File: src/rtl/cnt_ce_ctrl_pkg.sv
// Shared types for the run/step CE controller: state encodings and STATE width.
package cnt_ce_ctrl_pkg;

  localparam int unsigned STATE_W = 2;

  typedef enum logic [STATE_W-1:0] {
    ST_IDLE  = 2'd0,
    ST_STEP  = 2'd1,
    ST_RUN   = 2'd2,
    ST_BREAK = 2'd3
  } state_e;

  // BUSY is asserted while the controller is actively issuing CE.
  function automatic logic is_busy(input state_e s);
    return (s == ST_STEP) || (s == ST_RUN);
  endfunction

endpackage

File: src/rtl/cnt_ce_ctrl_sync_edge.sv
// Multi-flop synchronizer for an asynchronous level, with a registered rise pulse.
module cnt_ce_ctrl_sync_edge #(
  parameter int unsigned STAGES = 2
) (
  input  logic clk_i,
  input  logic rst_i,
  input  logic d_i,
  output logic level_o,
  output logic rise_o
);

  logic [STAGES-1:0] sync_q;
  logic              prev_q;
  logic              rise_q;

  // Shift chain, one-cycle delayed copy of the synced level, and the rise pulse.
  always_ff @(posedge clk_i or posedge rst_i) begin
    if (rst_i) begin
      sync_q <= '0;
      prev_q <= 1'b0;
      rise_q <= 1'b0;
    end else begin
      sync_q <= {sync_q[STAGES-2:0], d_i};
      prev_q <= sync_q[STAGES-1];
      rise_q <= sync_q[STAGES-1] & ~prev_q;
    end
  end

  assign level_o = sync_q[STAGES-1];
  assign rise_o  = rise_q;

endmodule

File: src/rtl/cnt_ce_ctrl.sv
// Run/step controller producing the cycle-counter CE and datapath enables.
// Optional multi-cycle step bursts are built when STEP_BURST_EN is defined.
module cnt_ce_ctrl
  import cnt_ce_ctrl_pkg::*;
#(
  parameter int unsigned CNT_W       = 32,
  parameter int unsigned SYNC_STAGES = 2,
  parameter int unsigned BURST_LEN   = 4
) (
  input  logic               CLK,
  input  logic               RST,
  input  logic               RUN_IN,
  input  logic               STEP_IN,
  input  logic               HALT,
  input  logic               BRK_EN,
  input  logic [CNT_W-1:0]   BRK_VAL,
  input  logic [CNT_W-1:0]   CNT_IN,
  output logic               CE,
  output logic               BUSY,
  output logic               BRK_HIT,
  output logic [STATE_W-1:0] STATE
);

  state_e state_q, state_d;
  logic   busy_q, busy_d;
  logic   brk_hit_q, brk_hit_d;
  logic   run_s, step_rise, run_rise_unused, step_level_unused;
  logic   hit, stop;
  logic   step_last, step_hit;

  // A zero-length burst is meaningless; keep the parameter visible in every build.
  if (BURST_LEN == 0) begin : g_burst_len_zero
  end

  cnt_ce_ctrl_sync_edge #(.STAGES(SYNC_STAGES)) u_sync_run (
    .clk_i   (CLK),
    .rst_i   (RST),
    .d_i     (RUN_IN),
    .level_o (run_s),
    .rise_o  (run_rise_unused)
  );

  cnt_ce_ctrl_sync_edge #(.STAGES(SYNC_STAGES)) u_sync_step (
    .clk_i   (CLK),
    .rst_i   (RST),
    .d_i     (STEP_IN),
    .level_o (step_level_unused),
    .rise_o  (step_rise)
  );

  assign hit  = BRK_EN & (CNT_IN == BRK_VAL);
  assign stop = hit | HALT;

`ifdef STEP_BURST_EN
  localparam int unsigned BURST_W = $clog2(BURST_LEN + 1);

  logic [BURST_W-1:0] burst_q, burst_d;

  // The first burst cycle ignores the compare so a step can move past a breakpoint.
  assign step_last = (burst_q == BURST_W'(1));
  assign step_hit  = hit & (burst_q != BURST_W'(BURST_LEN));

  // Burst down-counter: loaded on STEP entry, decremented every STEP cycle.
  always_comb begin
    burst_d = burst_q;
    if ((state_d == ST_STEP) && (state_q != ST_STEP)) begin
      burst_d = BURST_W'(BURST_LEN);
    end else if (state_q == ST_STEP) begin
      burst_d = burst_q - BURST_W'(1);
    end
  end

  // Burst counter register.
  always_ff @(posedge CLK or posedge RST) begin
    if (RST) burst_q <= '0;
    else     burst_q <= burst_d;
  end
`else
  assign step_last = 1'b1;
  assign step_hit  = 1'b0;
`endif

  // State register.
  always_ff @(posedge CLK or posedge RST) begin
    if (RST) state_q <= ST_IDLE;
    else     state_q <= state_d;
  end

  // Next-state logic: run beats step in IDLE, run release beats stop in RUN/BREAK.
  always_comb begin
    state_d = state_q;
    case (state_q)
      ST_IDLE: begin
        if (run_s)          state_d = ST_RUN;
        else if (step_rise) state_d = ST_STEP;
      end
      ST_STEP: begin
        if (step_hit)       state_d = ST_BREAK;
        else if (step_last) state_d = ST_IDLE;
      end
      ST_RUN: begin
        if (!run_s)         state_d = ST_IDLE;
        else if (stop)      state_d = ST_BREAK;
      end
      ST_BREAK: begin
        if (!run_s)         state_d = ST_IDLE;
        else if (step_rise) state_d = ST_STEP;
      end
      default:              state_d = ST_IDLE;
    endcase
  end

  // Output decode: combinational CE, next values for the registered flags.
  always_comb begin
    CE        = 1'b0;
    busy_d    = is_busy(state_d);
    brk_hit_d = (state_d == ST_BREAK) && (state_q != ST_BREAK);
    case (state_q)
      ST_RUN:  CE = ~stop;
      ST_STEP: CE = ~(HALT | step_hit);
      default: CE = 1'b0;
    endcase
  end

  // Registered status outputs.
  always_ff @(posedge CLK or posedge RST) begin
    if (RST) begin
      busy_q    <= 1'b0;
      brk_hit_q <= 1'b0;
    end else begin
      busy_q    <= busy_d;
      brk_hit_q <= brk_hit_d;
    end
  end

  assign BUSY    = busy_q;
  assign BRK_HIT = brk_hit_q;
  assign STATE   = state_q;

endmodule

File: config.mk
export PLATFORM = sky130hd
export DESIGN_NAME = cnt_ce_ctrl
export DESIGN_NICKNAME = d
export VERILOG_FILES = /design/src/rtl/cnt_ce_ctrl_pkg.sv /design/src/rtl/cnt_ce_ctrl_sync_edge.sv /design/src/rtl/cnt_ce_ctrl.sv
export SDC_FILE = /design/constraint.sdc
export NUM_CORES = 1
export LEC_CHECK = 0
export ABC_CLOCK_PERIOD_IN_PS = 1530
export CORE_ASPECT_RATIO = 0.75
export CORE_UTILIZATION = 27
export CTS_CLUSTER_SIZE = 16
export DETAILED_ROUTE_END_ITERATION = 8
export PLACE_DENSITY = 0.77
export SLEW_MARGIN = 10
export SYNTH_ARGS = -nofsm -noshare
export SYNTH_HDL_FRONTEND = slang
export SYNTH_SLANG_ARGS = --single-unit
File: constraint.sdc
create_clock -name CLK -period 1.53 [get_ports CLK]
set_clock_uncertainty 0.05 [all_clocks]
set_input_delay 0.2295 -clock CLK [delete_from_list [all_inputs] [get_ports CLK]]
set_output_delay 0.2295 -clock CLK [all_outputs]
set_load 0.01 [all_outputs]
==> run metrics, run 1 <==
CTS tree=done; GRT met1 Usage=0.1750; syn_area_per_cell=a little under 10 µm²; Post-Route WL=2.491 mm; initial core utilization=0.2909; clock power share=0.193; Synth top area share=0.3231; async set-reset flop share out of synthesis=1.000; Layout Nets=~240; Worst R2R Setup Slack=-0.11 ns; row count=16; clock root buffer=clkbuf_8; GR Util met2=0.3351; main flop type after synthesis=dfrtp_1; GR Util met3=0.04953; DP Area=1627 µm²; Pleak=approximately 0.00076 µW; global route hottest layer=met2; fin crit share=1.096; gpl congestion=0.7546; post-route ant nets=0; most frequent cell after synthesis=xnor2_1; unrepaired setup endpoints after global routing=true; first-pass GRT wire length=4.036 mm; CTS buffer count=3; antenna cells=0; die area=3089 µm²; largest net degree at the start of global routing=11; IO buf count=74; syn_nets=155; Ys Warns=0; later-pin clock latency in the skew report=~0.23 ns; number of top-level pins=75; Power per Cell Area=959.1 nW/µm²; P&R area growth vs syn=124.7%; Non-Filler Instances=203; max_cap viols=0; Pwr Total=1669 µW; synth unique cells=18; Combinational Power Share=0.589; sequential power share=0.218; WL/cell=between 10 and 15 µm; Post-synth EDFFs=0; HP Class=in2async; DRC=0; Slew Viols, Final=0; Vias=about 920; top cells by count, synth=24 x xnor2_1, 10 x dfrtp_1, 8 x xor2_1; Final WS setup=-0.1476 ns; synthesized flop and latch total=10; Synth Instances=80; Critical Path End Type=primary output; GRT overflow=0; H-Tree Depth=1; status=complete, but fails checks; min Tclk post-route=1.678 ns; clock tree buffer depth=2; CTS sink cnt=10; Core Area=2663 µm²; initial antenna violation count=0; layout cells sized above 1=0.4012; Peak VDD IR=0.0006648 V; Final HPWL DP=roughly 2.0 mm; violated checks=setup timing; die height=48.38 µm; Pre-Repair DR Iteration Count=3; Setup CP Type=in2out; Final Hold Viols=0; switching fraction of total power=0.3427; Fmax achieved=596.1 MHz; Tot GR Track Use=0.1685; Req. time, crit path=1.25 ns; cell area after synthesis=774.5 µm²; Initial DRC Count=20; crit-path max FO=2; final setup vio count=4; sequential element share of the synthesized area=0.3231; critical path startpoint category=primary input; relative slew slack=0.7454; Final Cell Area=roughly 1700 µm²; Internal=1097 µW; crit path DAT=1.40 ns; hold buffers post-CTS=0; leading cell types by total area after synthesis=dfrtp_1 32%, xnor2_1 27%, xor2_1 9.0%; Yosys top cell by area=dfrtp_1; switching power=572.1 µW; vias in the first global route=979; via density per instance=4.512; Chip Width=between 60 and 70 µm; placed cell count=around 200; Worst-Margin Slew=0.3805 ns; clock transition at the registers of the reported paths=0.05 ns
## worst paths after layout
check | from | cells after the start | end
setup / recovery | CNT_IN[4] | 7 | CE
hold / removal | RST | 2 | BUSY
setup reg to reg | STATE[0] | 9 | BRK_HIT
hold reg to reg | u_sync_step.sync_q[0] | 0 | u_sync_step.sync_q[1]
max in group asynchronous | RST | 2 | STATE[0]
min in group CLK | u_sync_step.sync_q[0] | 0 | u_sync_step.sync_q[1]
## through the flow
stage                       util  hold slack [ns]   TNS [ns]  setup WS, ns
after CTS                 0.6311           0.2409    -0.3527       -0.1787
after global placement    0.6109           0.2823     -3.175       -0.8336
after floorplan                -          0.01961  -0.002393     -0.002393
after detailed placement  0.6109           0.2912     -3.826       -0.9067
after global routing      0.6537           0.2572    -0.7312       -0.2364
final                     0.6537           0.2369    -0.4220       -0.1476
## state kept, by name, summed over array words and instances (netlist names)
signal              flops
STATE                   2
u_sync_run.sync_q       2
u_sync_step.sync_q      2
BRK_HIT                 1
BUSY                    1
u_sync_step.prev_q      1
u_sync_step.rise_o      1
## metal layers
metal  wire length [µm]  vias up
met1                935      423
met3                217        0
met5                  0        -
li1                   -      448
met2               1338       45
met4                  0        0
## power groups by stage
stage	clock, µW	combinational [µW]	sequential, µW
floorplan	0	322	390
global placement	0	794	358
detailed placement	0	825	363
CTS	328	914	362
global route	353	1070	372
finish	322	983	364
## worst max-delay path: stages
cell             delay, ns
clkdlybuf4s15_1       0.17
xnor2_1               0.15
nand4_1               0.13
nor3_2                0.23
nand4_1               0.15
o21a_1                0.20
buf_2                 0.13
## area by class of cell
cell class	instances	area, µm²
timing repair buffer	83	688.2
inverter	4	15.01
sequential	10	251.5
fill	246	922.1
tap	36	45.04
multi-input combinational	66	685.7
clock buffer	4	55.05
## cell families (layout without fill, tap and decap cells)
kind of cell	after synthesis	after routing	synth area share
fa+ha+maj	5	5	0.08078
xor+xnor	32	32	0.3619
simple gates	18	18	0.1308
compound gates	11	11	0.08400
flops	10	10	0.3231
buf+inv	4	91	0.01938
## placed cells by master (no fill, tap or decap), types with 2 or more instances in the layout
cell / netlist / layout
clkbuf_8: 0 / 4
nand4_1: 6 / 6
nor2_1: 3 / 3
buf_2: 0 / 16
xnor2_2: 0 / 7
ha_4: 0 / 3
a21oi_2: 0 / 2
dlygate4sd2_1: 0 / 22
clkdlybuf4s50_1: 0 / 6
xnor2_1: 24 / 17
buf_4: 0 / 8
clkbuf_2: 0 / 5
a31oi_4: 0 / 2
nor4_2: 0 / 3
buf_6: 0 / 8
xor2_1: 8 / 8
dfrtp_1: 10 / 9
inv_1: 4 / 2
inv_2: 0 / 2
clkdlybuf4s15_1: 0 / 18
## repair_timing
item,CTS,global route
pin swaps,46,17
endpoints found under the setup margin,7,4
gates cloned,0,0
buffers inserted,3,1
hold endpoints to repair,0,0
gates resized for setup,160,32
(Power assumes the default switching activity.)
==> inputs of run 2 (changes only) <==
GPL_ROUTABILITY_DRIVEN = 0   (was unset)
HOLD_SLACK_MARGIN = 0.02   (was unset)
==> results of run 2 <==
Same layout as run 1: the final DEF is identical, and so are final timing and power.
==> inputs of run 3 (changes only) <==
ABC_CLOCK_PERIOD_IN_PS = unset   (was 1530)
==> results of run 3 <==
Same layout as run 1: the final DEF is identical, and so are final timing and power.
